**src/rtl/spart_pkg.sv**
```systemverilog
// Shared SPART definitions: transmit FSM states, baud divisors and frame geometry.
// The receive side reuses the divisor selection so both directions agree on bit time.
package spart_pkg;

    typedef enum logic [1:0] {IDLE, START, DATA, STOP} tx_state_t;

    localparam int DIV_W      = 16;
    localparam int DIV_4800   = 20833;
    localparam int DIV_9600   = 10417;
    localparam int DIV_19200  = 5208;
    localparam int DIV_38400  = 2604;
    localparam int FRAME_BITS = 10;
    localparam int DATA_BITS  = FRAME_BITS - 2;

    function automatic logic [DIV_W-1:0] select_div(input logic [1:0] cfg,
                                                    input int d4800, input int d9600,
                                                    input int d19200, input int d38400);
        case (cfg)
            2'b00:   return DIV_W'(d4800);
            2'b01:   return DIV_W'(d9600);
            2'b10:   return DIV_W'(d19200);
            default: return DIV_W'(d38400);
        endcase
    endfunction

    function automatic logic [DIV_W-1:0] default_div(input logic [1:0] cfg);
        return select_div(cfg, DIV_4800, DIV_9600, DIV_19200, DIV_38400);
    endfunction

endpackage

```
**src/rtl/spart_tx_fifo.sv**
```systemverilog
// Small transmit byte queue: synchronous write, head visible on dout from registered storage.
// full/empty are registered alongside the occupancy count.
module spart_tx_fifo #(
    parameter int DEPTH = 4,
    parameter int WIDTH = 8
) (
    input  logic             clk,
    input  logic             rst,
    input  logic             push,
    input  logic             pop,
    input  logic [WIDTH-1:0] din,
    output logic             full,
    output logic             empty,
    output logic [WIDTH-1:0] dout
);
    localparam int AW = $clog2(DEPTH);
    localparam logic [AW:0] FULL_CNT = (AW+1)'(DEPTH);

    logic [WIDTH-1:0] mem [DEPTH];
    logic [AW-1:0]    wr_ptr;
    logic [AW-1:0]    rd_ptr;
    logic [AW:0]      count;
    logic [AW:0]      next_count;
    logic             do_push;
    logic             do_pop;

    assign do_push = push & ~full;
    assign do_pop  = pop & ~empty;
    assign dout    = mem[rd_ptr];

    always_comb begin
        next_count = count;
        case ({do_push, do_pop})
            2'b10:   next_count = count + 1'b1;
            2'b01:   next_count = count - 1'b1;
            default: next_count = count;
        endcase
    end

    always_ff @(posedge clk) begin
        if (do_push)
            mem[wr_ptr] <= din;
    end

    // Pointers wrap naturally because DEPTH is a power of two.
    always_ff @(posedge clk or negedge rst) begin
        if (!rst) begin
            wr_ptr <= '0;
            rd_ptr <= '0;
            count  <= '0;
            full   <= 1'b0;
            empty  <= 1'b1;
        end else begin
            if (do_push)
                wr_ptr <= wr_ptr + 1'b1;
            if (do_pop)
                rd_ptr <= rd_ptr + 1'b1;
            count <= next_count;
            full  <= (next_count == FULL_CNT);
            empty <= (next_count == '0);
        end
    end

endmodule

```
**src/rtl/spart_tx_buffer.sv**
```systemverilog
// CPU-to-RS232 transmit path: byte FIFO drained by an 8N1 serializer at the br_cfg baud rate.
// tx_done_pulse marks the end of the last queued frame.
module spart_tx_buffer #(
    parameter int FIFO_DEPTH = 4,
    parameter int DIV_4800   = spart_pkg::DIV_4800,
    parameter int DIV_9600   = spart_pkg::DIV_9600,
    parameter int DIV_19200  = spart_pkg::DIV_19200,
    parameter int DIV_38400  = spart_pkg::DIV_38400
) (
    input  logic       clk,
    input  logic       rst,
    input  logic [1:0] br_cfg,
    input  logic       wr_en,
    input  logic [7:0] wr_data,
    output logic       txd,
    output logic       tx_full,
    output logic       tx_empty,
    output logic       tx_busy,
    output logic       wr_overflow,
    output logic       tx_done_pulse
);
    import spart_pkg::*;

    tx_state_t        state;
    logic [DIV_W-1:0] div_q;
    logic [DIV_W-1:0] baud_cnt;
    logic [2:0]       bit_idx;
    logic [7:0]       sh;
    logic [7:0]       fifo_dout;
    logic             fifo_pop;
    logic             bit_end;

    spart_tx_fifo #(.DEPTH(FIFO_DEPTH), .WIDTH(8)) u_fifo (
        .clk   (clk),
        .rst   (rst),
        .push  (wr_en),
        .pop   (fifo_pop),
        .din   (wr_data),
        .full  (tx_full),
        .empty (tx_empty),
        .dout  (fifo_dout)
    );

    assign bit_end  = (baud_cnt == div_q - 1'b1);
    assign fifo_pop = !tx_empty && ((state == IDLE) || (state == STOP && bit_end));

    // A pop always starts a fresh frame, whether from IDLE or straight out of STOP.
    always_ff @(posedge clk or negedge rst) begin
        if (!rst) begin
            state         <= IDLE;
            txd           <= 1'b1;
            tx_busy       <= 1'b0;
            wr_overflow   <= 1'b0;
            tx_done_pulse <= 1'b0;
            div_q         <= '0;
            baud_cnt      <= '0;
            bit_idx       <= '0;
            sh            <= '0;
        end else begin
            wr_overflow   <= wr_en & tx_full;
            tx_done_pulse <= 1'b0;
            if (fifo_pop) begin
                sh       <= fifo_dout;
                div_q    <= select_div(br_cfg, DIV_4800, DIV_9600, DIV_19200, DIV_38400);
                baud_cnt <= '0;
                bit_idx  <= '0;
                state    <= START;
                txd      <= 1'b0;
                tx_busy  <= 1'b1;
            end else if (state != IDLE) begin
                if (!bit_end) begin
                    baud_cnt <= baud_cnt + 1'b1;
                end else begin
                    baud_cnt <= '0;
                    case (state)
                        START: begin
                            state <= DATA;
                            txd   <= sh[0];
                        end
                        DATA: begin
                            if (bit_idx == 3'(DATA_BITS - 1)) begin
                                state <= STOP;
                                txd   <= 1'b1;
                            end else begin
                                sh      <= sh >> 1;
                                txd     <= sh[1];
                                bit_idx <= bit_idx + 1'b1;
                            end
                        end
                        default: begin
                            state         <= IDLE;
                            tx_busy       <= 1'b0;
                            tx_done_pulse <= 1'b1;
                        end
                    endcase
                end
            end
        end
    end

endmodule

```
**config.mk**
```make
export PLATFORM = sky130hd
export DESIGN_NAME = spart_tx_buffer
export DESIGN_NICKNAME = d
export VERILOG_FILES = /design/src/rtl/spart_pkg.sv /design/src/rtl/spart_tx_fifo.sv /design/src/rtl/spart_tx_buffer.sv
export SDC_FILE = /design/constraint.sdc
export NUM_CORES = 1
export LEC_CHECK = 0
export CELL_PAD_IN_SITES_DETAIL_PLACEMENT = 0
export CELL_PAD_IN_SITES_GLOBAL_PLACEMENT = 1
export CORE_MARGIN = 2
export CORE_UTILIZATION = 53
export DETAILED_ROUTE_END_ITERATION = 10
export MAX_ROUTING_LAYER = met4
export PLACE_DENSITY_LB_ADDON = 0.1
export SETUP_SLACK_MARGIN = 0.15
export SLEW_MARGIN = 20
export SYNTH_ARGS = -nofsm -noshare
export SYNTH_HDL_FRONTEND = slang
export SYNTH_SLANG_ARGS = --single-unit
```
**constraint.sdc**
```tcl
create_clock -name clk -period 6.15 [get_ports clk]
set_input_delay 0.9225 -clock clk [delete_from_list [all_inputs] [get_ports clk]]
set_output_delay 0.9225 -clock clk [all_outputs]
set_load 0.05 [all_outputs]
```
-- Word level (Yosys, flattened, before mapping)
Memories as Yosys holds them, arrays and structs flattened.
Index checks and enable logic that the tools add are counted.
- add/sub/neg operators: 7
- eq/ne operators: 13
- mux-type cells: 35
- bitwise logic cells: 5
- reductions and logical operators: 17
- operator list (operator ; number):
    $mux W16 ; 3
    $pmux W15 S3 ; 1
    $mux W8 ; 5
    $add A16 B1 Y16 const B ; 1
    $eq A16 B16 Y1 ; 1
    $sub A16 B1 Y16 const B ; 1
    $mux W3 ; 5
    $mux W1 ; 14
    $reduce_and A3 Y1 ; 3
    $eq A2 B2 Y1 const B ; 4
    $mux W2 ; 4
    $reduce_bool A2 Y1 ; 4
    $add A3 B1 Y3 const B ; 2
    $eq A2 B1 Y1 const B ; 3
    $eq A3 B3 Y1 const B ; 2
    $pmux W3 S2 ; 1
    $add A2 B1 Y2 const B ; 2
    $logic_not A2 Y1 ; 2
    $ne A2 B1 Y1 const B ; 2
    $pmux W2 S2 ; 1
    $reduce_and A4 Y1 ; 1
    $and A1 B1 Y1 ; 3
    $logic_not A3 Y1 ; 1
    $ne A3 B2 Y1 const B ; 1
    other kinds (8) ; 10
- flip-flop bits (word level): 58
- RAM bits: 32
- bits of input ports: 13
- word-level logic and storage cells: 92
- memories kept: 1
- memory list (memory ; depth ; bits a word ; rd ports ; clocked after memory_dff ; wr ports ; RTL line ; text):
    u_fifo.mem ; 4 ; 8 ; 1 ; 0 ; 1 ; spart_tx_fifo.sv:19 ; logic [WIDTH-1:0] mem [DEPTH];

-- Longest topological paths before layout
Gate-level depths: netlist of the first run.
- depth after elaboration: 9
- mapped depth: 16
- mapped depth without buffers: 14

-- Hierarchy
A second synthesis of the first run with hierarchy kept.
- cells, all modules: 380
- area, all modules: 4329.2 µm²
- modules (own cells, without submodules) (module ; times used ; cells an instance ; area an instance (µm²) ; sequential area each (µm²)):
    spart_tx_buffer ; 1 ; 290 ; 2676.3 ; 1077.3
    spart_tx_fifo ; 1 ; 90 ; 1652.8 ; 1187.4

-- Worst setup path after synthesis of the first run
Ideal clock, no wire load.
- path type: register to register
- from: reg div_q[9]
- to: reg u_fifo.full
- library setup time: 0.073 ns
- arrival time: 4.016 ns
- data required time: 6.077 ns
- slack: 2.061 ns
- cell stages (with the launch flop): 16
- buffers on the path: 2
- cells stage by stage: dfrtp_1 clkbuf_1 inv_1 ha_1 or4b_1 or3_1 a22oi_1 or4b_1 o31a_1 buf_2 inv_1 ha_1 fa_1 mux2_2 or2_2 nor2b_1
- cells in the longest elaborated chain, start to end: 9
- elaborated cells between the ends (all ways): 10
- RTL lines (what ; RTL line ; text):
    start: declaration ; spart_tx_buffer.sv:25 ; logic [DIV_W-1:0] div_q;
    start signal: assignment ; spart_tx_buffer.sv:64 ; div_q <= select_div(br_cfg, DIV_4800, DIV_9600, DIV_19200, DIV_38400);
    $sub A16 B1 Y16 * ; spart_tx_buffer.sv:44 ; assign bit_end = (baud_cnt == div_q - 1'b1);
    $eq A16 B16 Y1 * ; spart_tx_buffer.sv:44 ;
    $logic_and A1 B1 Y1 * ; spart_tx_buffer.sv:45 ; assign fifo_pop = !tx_empty && ((state == IDLE) || (state == STOP && bit_end));
    $logic_or A1 B1 Y1 * ; spart_tx_buffer.sv:45 ;
    $logic_and A1 B1 Y1 * ; spart_tx_buffer.sv:45 ;
    via fifo_pop ; spart_tx_buffer.sv:30 ; logic fifo_pop;
    $and A1 B1 Y1 * ; spart_tx_fifo.sv:28 ; assign do_pop = pop & ~empty;
    $eq A2 B1 Y1 or $eq A2 B2 Y1 (tied branches) ; spart_tx_fifo.sv:33 ; case ({do_push, do_pop})
    $pmux W3 S2 * ; spart_tx_fifo.sv:33 ;
    via u_fifo.next_count[1] ; spart_tx_fifo.sv:23 ; logic [AW:0] next_count;
    $eq A3 B3 Y1 * ; spart_tx_fifo.sv:59 ; full <= (next_count == FULL_CNT);
    end signal: assignment ; spart_tx_fifo.sv:59 ;
    end: declaration ; spart_tx_fifo.sv:12 ; output logic full,
Mark *: on every way through the listed nets, which the timed path passes. The rest lies on a longest branch.
A chain may end at the register's enable or synchronous reset.

-- Worst setup path after layout of the first run
Ends and elaborated chain as after synthesis.

==> reports/metrics.json, run 1 <==
{
  "floorplan": {
    "die_area_mm2": 0.00875,
    "die-height_um": 93.5,
    "std_cell_rows": 32,
    "initial_core_util_pct": 54.7,
    "io_pins": 19,
    "core_area_mm2": 0.00777,
    "die_width_um": 93.5
  },
  "power_and_ir_drop": {
    "p_per_area_mw_per_mm2": 432,
    "swShare_pct": 38.2,
    "power.internal_mw": 1.25,
    "total_switching_power_mw": 0.771,
    "peakVddDrop_mv": 0.239,
    "power.total_mw": 2.02,
    "static-leakage-power_nw": 1.91,
    "pwr-share-clk_pct": 19.4,
    "comb_power_share_pct": 35.3,
    "p_seq_share_pct": 45.4
  },
  "finish": {
    "num-nets-final": 406,
    "num_antenna_cells": 0,
    "finish.cell_count_without_fillers": 481,
    "area_growth_syn_to_layout_pct": 10.2,
    "stdcell_area_mm2": 0.00468,
    "fin_util_pct": 60.3,
    "drive_gt1_share_pct": 9.23
  },
  "clock_network": {
    "tritoncts.num_buffers": 9,
    "htree_num_levels": 3,
    "postCtsResizedCells": 0,
    "cts_hold_repair.buffers": 0,
    "postCtsSetupRepairBufs": 0,
    "tritoncts": "built",
    "clock_sink_count": 84,
    "insertion_delay_ns": 0.36,
    "clk_transition_reported_paths_ns": 0.09,
    "max-clock-path-buffers": 2,
    "ctsRootBufferMaster": "sky130_fd_sc_hd__clkbuf_8"
  },
  "synthesis": {
    "synth_top_area_share_pct": 29.4,
    "synth.yosys.warnings": 0,
    "cell_taking_the_most_area_after_synthesis": "sky130_fd_sc_hd__dfrtp_1",
    "synth.cells.most_frequent": "sky130_fd_sc_hd__dfrtp_1 (50), sky130_fd_sc_hd__edfxtp_1 (32), sky130_fd_sc_hd__inv_1 (25), sky130_fd_sc_hd__nor2_1 (24), sky130_fd_sc_hd__nand2_1 (22)",
    "ys.flop_type": "sky130_fd_sc_hd__dfrtp_1",
    "yosys-top-cells-area": "sky130_fd_sc_hd__dfrtp_1 (29%), sky130_fd_sc_hd__edfxtp_1 (23%), sky130_fd_sc_hd__ha_1 (5.3%)",
    "syn-num-nets": 391,
    "synth_async_sr_flop_share_pct": 61.9,
    "synth.lib_cells_used.distinct": 58,
    "synthesis.area_mm2": 0.00425,
    "yosys_register_bits": 84,
    "synth_edf_count": 32,
    "synth.yosys.seq_area_share_pct": 53.3,
    "syn_avg_cell_area_um2": 11.8,
    "synth.most_common_cell": "sky130_fd_sc_hd__dfrtp_1",
    "syn-instance-count": 359
  },
  "placement": {
    "io_buffers": 18,
    "gp_routability_congestion": 0.880,
    "detailed_place_hpwl_um": 5650,
    "place.detailed.instances": 465,
    "placedInstanceArea_mm2": 0.00448,
    "preCtsSetupSlack_ns": 1.72
  },
  "setup_path": {
    "crit_arrival_ns": 4.70,
    "crit_type": "register to register",
    "startpoint_type": "register",
    "critical_path_required_ns": 6.44,
    "cp_capture_type": "register",
    "worst-path-max-fanout": 30
  },
  "drt": {
    "detailroute.via_count": 2706,
    "detail_route.drc_violations": 0,
    "viasPerCell": 5.63,
    "ant_nets": 0,
    "postRouteWirelength_um": 7850,
    "detail_route.first_pass.iterations": 6,
    "detail_route.iter0.violations": 133,
    "post_drt_wl_per_cell_um": 16.3
  },
  "sta": {
    "final.setup_skew_ns": 0.0103,
    "post-route-worst-setup-slack_ns": 1.74,
    "maxClockFrequency_mhz": 227,
    "post-route-period-util_pct": 71.7,
    "setup_repair_after_global_routing_missed_its_margin": "false",
    "finalHoldViolCount": 0,
    "max-slew-margin-rel_pct": 53.7,
    "final.min_clock_period_ns": 4.41,
    "timing.final.max_slew_violations": 0,
    "total_negative_slack_ns": 0,
    "final.hold.worst_slack_ns": 0.480,
    "report.final.setup_viol": 0,
    "worstMarginPinSlew_ns": 0.677
  },
  "global_route": {
    "largest_net_degree_at_the_start_of_global_routing": 53,
    "grt_pass1_vias": 2755,
    "number_of_antenna_violations_at_the_first_check_in_global_routing": 0,
    "grt_overflow": 0,
    "total_routing_usage_reported_by_global_routing_pct": 20.8,
    "first_pass_grt_wire_length_um": 13700
  },
  "min_path": {
    "hold_path.class": "register to register"
  },
  "flow_run": {
    "drv_cap": 0
  },
  "status": {
    "result_of_the_run": "completed"
  }
}
## worst paths after layout
path / from / end / slack (ns) / cells past startpoint
min in group asynchronous: rst / baud_cnt[13] / 0.66 / 2
setup / recovery: div_q[9] / u_fifo.full / 1.74 / 14
hold reg to reg: u_fifo.count[2] / u_fifo.count[2] / 0.48 / 1
max in group asynchronous: rst / u_fifo.wr_ptr[0] / 5.04 / 2
hold / removal: u_fifo.count[2] / u_fifo.count[2] / 0.48 / 1
setup reg to reg: div_q[9] / u_fifo.full / 1.74 / 14
## cells by family (layout without fill, tap and decap cells)
| logic type | Yosys count | count (layout) | share of synthesized area (%) |
|---|---|---|---|
| simple gates | 109 | 109 | 13.7 |
| flops | 84 | 84 | 53.3 |
| compound gates | 59 | 59 | 10.3 |
| buf+inv | 41 | 61 | 4.21 |
| xor+xnor | 29 | 29 | 5.98 |
| fa+ha+maj | 19 | 19 | 5.77 |
| mux | 18 | 18 | 6.77 |
## cell type report
cell class | count | area, um^2
multi-input cells | 234 | 1810
clock buffers | 9 | 124
flip-flops and latches | 84 | 2260
well taps | 102 | 128
inverters | 25 | 93.8
repair buffers | 20 | 190
fillers | 645 | 3090
clock inverters | 7 | 76.3
## per-layer routing
metal / global-route usage, % / part of all wire [%] / vias up
met5: - / 0 / -
li1: - / - / 1333
met2: 32.4 / 47 / 56
met3: 3.46 / 3.6 / 9
met1: 28.5 / 48 / 1308
met4: 6.28 / 1.1 / 0
## critical path: stages, from the launching register on
cell and delay [ns]:
sky130_fd_sc_hd__dfrtp_1 0.48, sky130_fd_sc_hd__inv_1 0.11, sky130_fd_sc_hd__ha_1 0.21, sky130_fd_sc_hd__or4b_1 0.46, sky130_fd_sc_hd__or3_1 0.35, sky130_fd_sc_hd__a22oi_1 0.23
sky130_fd_sc_hd__or4b_1 0.52, sky130_fd_sc_hd__o31a_1 0.30, sky130_fd_sc_hd__buf_4 0.23, sky130_fd_sc_hd__inv_1 0.11, sky130_fd_sc_hd__ha_1 0.20, sky130_fd_sc_hd__fa_1 0.42
sky130_fd_sc_hd__mux2_2 0.28, sky130_fd_sc_hd__or2_2 0.31, sky130_fd_sc_hd__nor2b_1 0.12
## power by group through the flow
stage / combinational [mW] / clock [mW] / sequential (mW)
after floorplan: 0.622 / 0 / 0.852
after global placement: 0.710 / 0 / 0.924
after detailed placement: 0.714 / 0 / 0.932
after CTS: 0.719 / 0.404 / 0.919
after global routing: 0.810 / 0.423 / 0.946
final: 0.713 / 0.391 / 0.918
## sequential cells by signal (all words and copies together) (netlist names)
signal         count
u_fifo.mem        32
baud_cnt          16
div_q             10
sh                 8
bit_idx            3
u_fifo.count       3
state              2
u_fifo.rd_ptr      2
u_fifo.wr_ptr      2
tx_busy            1
tx_done_pulse      1
txd                1
u_fifo.empty       1
u_fifo.full        1
wr_overflow        1
## placed cells by master, fill, tap and decap left out, types with 7 or more instances in the layout
cell	Yosys	layout
sky130_fd_sc_hd__clkbuf_8	0	9
sky130_fd_sc_hd__nand2_1	22	22
sky130_fd_sc_hd__dfrtp_1	50	50
sky130_fd_sc_hd__xnor2_1	15	15
sky130_fd_sc_hd__inv_1	25	25
sky130_fd_sc_hd__a31oi_1	7	7
sky130_fd_sc_hd__mux4_2	8	8
sky130_fd_sc_hd__ha_1	18	18
sky130_fd_sc_hd__clkdlybuf4s50_1	0	17
sky130_fd_sc_hd__nor2b_1	8	8
sky130_fd_sc_hd__xor2_1	14	14
sky130_fd_sc_hd__nand3_1	8	8
sky130_fd_sc_hd__edfxtp_1	32	32
sky130_fd_sc_hd__nor2_1	24	24
(Power assumes the default switching activity.)
==> inputs of run 2 (changes only) <==
--- a/config.mk
+++ b/config.mk
@@ -8,7 +8,7 @@
 export CELL_PAD_IN_SITES_DETAIL_PLACEMENT = 0
 export CELL_PAD_IN_SITES_GLOBAL_PLACEMENT = 1
 export CORE_MARGIN = 2
-export CORE_UTILIZATION = 53
+export CORE_UTILIZATION = 49
 export DETAILED_ROUTE_END_ITERATION = 10
 export MAX_ROUTING_LAYER = met4
 export PLACE_DENSITY_LB_ADDON = 0.1
==> constraint.sdc (replaced) <==
create_clock -name clk -period 4.2 [get_ports clk]
set_input_delay 0.63 -clock clk [delete_from_list [all_inputs] [get_ports clk]]
set_output_delay 0.63 -clock clk [all_outputs]
set_load 0.05 [all_outputs]
==> run 2 against run 1 <==
Count of clock-buffer cells in the layout unchanged. Clock power is 45% higher. First-iteration DRC count is 20% higher. Routed wire length grew 5.8%. Largest cell class unchanged. Highest routed layer unchanged. Final cell count grew 1.9%. Via count increased by 2.5%. Worst hold slack lost 0.27 ns. Largest power group unchanged.
==> reports/metrics.json, run 2 (synthesis results as in run 1) <==
{
  "drt": {
    "ant_nets": 0,
    "detail_route.first_pass.iterations": 4,
    "detail_route.drc_violations": 0,
    "postRouteWirelength_um": 8300,
    "detailroute.via_count": 2773,
    "detail_route.iter0.violations": 159,
    "viasPerCell": 5.66,
    "post_drt_wl_per_cell_um": 16.9
  },
  "floorplan": {
    "die-height_um": 97.1,
    "std_cell_rows": 33,
    "io_pins": 19,
    "die_area_mm2": 0.00943,
    "die_width_um": 97.1,
    "initial_core_util_pct": 51.2,
    "core_area_mm2": 0.00830
  },
  "power_and_ir_drop": {
    "peakVddDrop_mv": 0.312,
    "static-leakage-power_nw": 1.94,
    "power.total_mw": 3.05,
    "p_per_area_mw_per_mm2": 639
  },
  "finish": {
    "largest-register": "u_fifo.mem",
    "area_growth_syn_to_layout_pct": 12.3,
    "fin_util_pct": 57.5,
    "layout.cells.most_common_list": "sky130_fd_sc_hd__dfrtp_1 (50), sky130_fd_sc_hd__edfxtp_1 (32), sky130_fd_sc_hd__nor2_1 (24)",
    "num_antenna_cells": 0,
    "num-nets-final": 412,
    "drive_gt1_share_pct": 12.7,
    "largest_reg_flops": 32,
    "reg.largest.list": "u_fifo.mem x32, baud_cnt x16, div_q x10",
    "layout.cells.most_common": "sky130_fd_sc_hd__dfrtp_1"
  },
  "setup_path": {
    "worst_r2r_endpoint": "u_fifo.full",
    "cp_capture_type": "register",
    "rr_startpoint": "div_q[0]",
    "crit_type": "register to register",
    "r2r_setup_slack_ns": 0.35,
    "startpoint_type": "register",
    "crit_arrival_ns": 4.14,
    "r2r_cells": 13,
    "critical_path_required_ns": 4.48,
    "worst-path-max-fanout": 4
  },
  "clock_network": {
    "tritoncts": "built",
    "clock_sink_count": 84,
    "max-clock-path-buffers": 2,
    "tritoncts.num_buffers": 9,
    "ctsRootBufferMaster": "sky130_fd_sc_hd__clkbuf_8",
    "insertion_delay_ns": 0.36,
    "htree_num_levels": 3,
    "clk_transition_reported_paths_ns": 0.10,
    "cts_hold_repair.buffers": 0
  },
  "sta": {
    "report.final.setup_viol": 0,
    "max-slew-margin-rel_pct": 48.1,
    "maxClockFrequency_mhz": 260,
    "final.min_clock_period_ns": 3.85,
    "post-route-period-util_pct": 91.7,
    "timing.final.max_slew_violations": 0,
    "total_negative_slack_ns": 0,
    "setup_repair_after_global_routing_missed_its_margin": "false",
    "worstMarginPinSlew_ns": 0.759,
    "finalHoldViolCount": 0,
    "final.setup_skew_ns": 0.0115
  },
  "status": {
    "result_of_the_run": "completed"
  },
  "global_route": {
    "grt_pass1_vias": 2939,
    "grt_overflow": 0,
    "number_of_antenna_violations_at_the_first_check_in_global_routing": 0,
    "largest_net_degree_at_the_start_of_global_routing": 35,
    "first_pass_grt_wire_length_um": 14800,
    "total_routing_usage_reported_by_global_routing_pct": 20.5
  },
  "placement": {
    "io_buffers": 18,
    "gp_routability_congestion": 0.885,
    "detailed_place_hpwl_um": 5990
  },
  "flow_run": {
    "drv_cap": 0
  },
  "min_path": {
    "hold_path.class": "input pin to async pin"
  }
}
## run 2: changes by cell type in the layout (fill, tap and decap cells not counted)
cell	delta
sky130_fd_sc_hd__a22oi_1	-1
sky130_fd_sc_hd__a22oi_2	+1
sky130_fd_sc_hd__ha_1	-2
sky130_fd_sc_hd__or4b_1	-1
sky130_fd_sc_hd__or4b_4	+1
sky130_fd_sc_hd__nor4_1	-1
sky130_fd_sc_hd__clkinv_4	+1
sky130_fd_sc_hd__inv_1	-3
sky130_fd_sc_hd__ha_4	+2
sky130_fd_sc_hd__inv_6	-1
sky130_fd_sc_hd__buf_4	+6
sky130_fd_sc_hd__nor4_2	+1
sky130_fd_sc_hd__inv_2	+3
## run 2: how the worst max path moves through the flow
stage | endpoint | depth (start not counted) | from | slack (ns)
after floorplan | u_fifo.full | 15 | div_q[9] | 0.16
after global placement | u_fifo.full | 13 | div_q[0] | 0.30
after detailed placement | u_fifo.full | 13 | div_q[9] | 0.20
after CTS | u_fifo.full | 13 | div_q[0] | 0.15
after global routing | u_fifo.full | 13 | div_q[0] | 0.16
final | u_fifo.full | 13 | div_q[0] | 0.35
## run 2: timing repair
action                     in CTS  in global routing
resized for setup               0                  7
setup buffers                   0                  0
setup endpoints to repair       0                  2
## run 2: worst max-delay path, cell delays in order, from the launching register on
cell and delay (ns):
sky130_fd_sc_hd__dfrtp_1 0.39, sky130_fd_sc_hd__inv_2 0.09, sky130_fd_sc_hd__ha_4 0.15, sky130_fd_sc_hd__or4b_1 0.44, sky130_fd_sc_hd__or3_1 0.37, sky130_fd_sc_hd__a22oi_2 0.22
sky130_fd_sc_hd__or4b_4 0.50, sky130_fd_sc_hd__o31a_1 0.29, sky130_fd_sc_hd__inv_2 0.09, sky130_fd_sc_hd__ha_4 0.14, sky130_fd_sc_hd__fa_1 0.40, sky130_fd_sc_hd__mux2_2 0.28
sky130_fd_sc_hd__or2_2 0.31, sky130_fd_sc_hd__nor2b_1 0.12
## run 2: cell type report
| cell class | count | area (um^2) |
|---|---|---|
| Clock buffer | 9 | 124 |
| Fill cell | 693 | 3530 |
| Clock inverter | 7 | 76.3 |
| Timing Repair Buffer | 26 | 235 |
| Multi-Input combinational cell | 234 | 1850 |
| Sequential cell | 84 | 2260 |
| Inverter | 25 | 93.8 |
| Tap cell | 105 | 131 |
## run 2: per-layer routing
metal,track usage [%],vias to the layer above,wire (um),part of all wire [%]
met5,-,-,0,0
met4,7.15,0,132,1.6
met3,4.53,9,333,4.0
met2,29.8,60,3760,45
met1,28.6,1357,4080,49
li1,-,1347,-,-
## run 2: power breakdown
group | leakage (nW) | total, mW | internal [mW] | switching [mW]
Combinational | 0.893 | 1.17 | 0.564 | 0.606
Sequential | 0.940 | 1.31 | 1.09 | 0.225
Clock | 0.103 | 0.567 | 0.236 | 0.331
## run 2: through the flow
step / instances / setup slack, ns / instance area, um^2 / hold WS (ns)
global route: 490 / 0.157 / 4770 / 0.224
detailed placement: 474 / 0.195 / 4540 / 0.464
finish: 490 / 0.348 / 4770 / 0.211
global placement: 474 / 0.297 / 4540 / 0.469
CTS: 490 / 0.154 / 4740 / 0.205
floorplan: 359 / 0.161 / 4260 / 0.334
==> inputs of run 3 (changes only) <==
--- a/config.mk
+++ b/config.mk
@@ -8,10 +8,10 @@
 export CELL_PAD_IN_SITES_DETAIL_PLACEMENT = 0
 export CELL_PAD_IN_SITES_GLOBAL_PLACEMENT = 1
 export CORE_MARGIN = 2
-export CORE_UTILIZATION = 49
+export CORE_UTILIZATION = 30
 export DETAILED_ROUTE_END_ITERATION = 10
 export MAX_ROUTING_LAYER = met4
-export PLACE_DENSITY_LB_ADDON = 0.1
+export PLACE_DENSITY_LB_ADDON = 0.08
 export SETUP_SLACK_MARGIN = 0.15
 export SLEW_MARGIN = 20
 export SYNTH_ARGS = -nofsm -noshare
==> run 3 against run 2 <==
Design area up 4.5%. Setup slack better by 0.0028 ns. Power up 9.3%.
==> reports/metrics.json, run 3 (synthesis results as in run 1) <==
{
  "clock_network": {
    "insertion_delay_ns": 0.35,
    "clk_transition_reported_paths_ns": 0.07,
    "max-clock-path-buffers": 2,
    "ctsRootBufferMaster": "sky130_fd_sc_hd__clkbuf_16",
    "htree_num_levels": 3,
    "tritoncts": "built",
    "tritoncts.num_buffers": 9,
    "cts_hold_repair.buffers": 0,
    "clock_sink_count": 84
  },
  "setup_path": {
    "startpoint_type": "register",
    "worst_r2r_endpoint": "u_fifo.full",
    "critical-path-max-stage-delay_ns": 0.49,
    "worst-path-max-fanout": 4,
    "cpLargestDelayFamily": "simple AND/OR/NAND/NOR gates",
    "crit_type": "register to register",
    "crit_start": "div_q[0]",
    "critical_path_required_ns": 4.48,
    "crit_chain": "inv_2, ha_4, or4b_4, or3_1, a22oi_2, or4b_4, o31a_1, inv_2, ha_4, fa_1, mux2_2, or2_2, nor2b_2",
    "r2r_setup_slack_ns": 0.35,
    "rr_startpoint": "div_q[0]",
    "crit_arrival_ns": 4.13,
    "cp_capture_type": "register",
    "r2r_cells": 13,
    "critical_path.slowest_cell": "sky130_fd_sc_hd__or4b_4",
    "cp_num_buf_inv": 2
  },
  "floorplan": {
    "io_pins": 19,
    "initial_core_util_pct": 30.6,
    "die_area_mm2": 0.0151,
    "die_width_um": 123,
    "core_area_mm2": 0.0139,
    "die-height_um": 123,
    "std_cell_rows": 43
  },
  "power_and_ir_drop": {
    "peakVddDrop_mv": 0.238,
    "p_per_area_mw_per_mm2": 669,
    "static-leakage-power_nw": 2.00
  },
  "placement": {
    "preCtsSetupSlack_ns": 0.172,
    "io_buffers": 18,
    "placedInstanceArea_mm2": 0.00465,
    "gp_routability_congestion": 0.780,
    "detailed_place_hpwl_um": 6640
  },
  "sta": {
    "max-slew-margin-rel_pct": 52.1,
    "worstMarginPinSlew_ns": 0.719,
    "final.setup_skew_ns": 0.0132,
    "final.min_clock_period_ns": 3.85,
    "post-route-worst-setup-slack_ns": 0.351,
    "setup_repair_after_global_routing_missed_its_margin": "false",
    "maxClockFrequency_mhz": 260,
    "timing.final.max_slew_violations": 0,
    "report.final.setup_viol": 0,
    "total_negative_slack_ns": 0,
    "post-route-period-util_pct": 91.6,
    "finalHoldViolCount": 0
  },
  "finish": {
    "area.sequential_mm2": 0.00226,
    "stdcell_area_mm2": 0.00499,
    "layout.cells.most_common": "sky130_fd_sc_hd__dfrtp_1",
    "num_antenna_cells": 0,
    "num-nets-final": 415,
    "drive_gt1_share_pct": 13.7,
    "fillerInstances": 1369,
    "area_growth_syn_to_layout_pct": 17.3,
    "fin_util_pct": 35.9,
    "layout.cells.most_common_list": "sky130_fd_sc_hd__dfrtp_1 (50), sky130_fd_sc_hd__edfxtp_1 (32), sky130_fd_sc_hd__nor2_1 (24)",
    "reg.largest.list": "u_fifo.mem x32, baud_cnt x16, div_q x10",
    "largest_reg_flops": 32,
    "multi_input_logic_area_mm2": 0.00185,
    "largest-register": "u_fifo.mem"
  },
  "global_route": {
    "first_pass_grt_wire_length_um": 15600,
    "grt_overflow": 0,
    "number_of_antenna_violations_at_the_first_check_in_global_routing": 0,
    "largest_net_degree_at_the_start_of_global_routing": 31,
    "total_routing_usage_reported_by_global_routing_pct": 14.4,
    "grt_pass1_vias": 2830
  },
  "drt": {
    "detailroute.via_count": 2782,
    "viasPerCell": 4.90,
    "ant_nets": 0,
    "detail_route.iter0.violations": 142,
    "detail_route.first_pass.iterations": 4,
    "post_drt_wl_per_cell_um": 16.9,
    "detail_route.drc_violations": 0,
    "postRouteWirelength_um": 9600
  },
  "flow_run": {
    "drv_cap": 0
  },
  "status": {
    "result_of_the_run": "completed"
  },
  "min_path": {
    "hold_path.class": "input pin to async pin"
  }
}
## run 3: cell types whose count changed in the layout (fill, tap and decap cells not counted), sizes merged
cell,previous run,this run
buf,9,12
clkinv,3,2
inv,29,30
## run 3: worst max-delay path by stage
stage	cells after the start	endpoint	slack [ns]
after floorplan	15	u_fifo.full	0.16
after global placement	13	u_fifo.full	0.25
after detailed placement	13	u_fifo.full	0.17
after CTS	13	u_fifo.full	0.17
after global routing	13	u_fifo.full	0.15
final	13	u_fifo.full	0.35
## run 3: timing repair
item	in CTS	in global routing
pin swaps	0	2
setup endpoints to repair	1	2
resized for setup	1	7
setup buffers	0	1
## run 3: cell type report
class                   instances  area share [%]
flip-flops and latches         84            45.4
well taps                     180            4.52
multi-input cells             234            37.0
inverters                      25            1.88
clock inverters                 7            1.48
clock buffers                   9            4.52
repair buffers                 29            5.17
## run 3: routing by layer
layer | wire length [um] | global-route usage (%) | part of all wire (%)
met3 | 251 | 2.54 | 2.6
met4 | 210 | 6.82 | 2.2
met2 | 4380 | 21.3 | 46
met1 | 4760 | 19.3 | 50
met5 | 0 | - | 0
## run 3: metrics by stage
step           instances  hold slack, ns  power [mW]
2_1_floorplan        359           0.334        2.17
3_3_place_gp         551           0.466        2.51
3_5_place_dp         551           0.474        2.52
4_1_cts              567           0.343        3.35
5_1_grt              568           0.383        3.59
6_report             568           0.330        3.33
## run 3: where the power goes
group	internal [mW]	total, mW	switching [mW]
combinational	0.587	1.21	0.625
clock	0.422	0.805	0.382
sequential	1.09	1.32	0.229
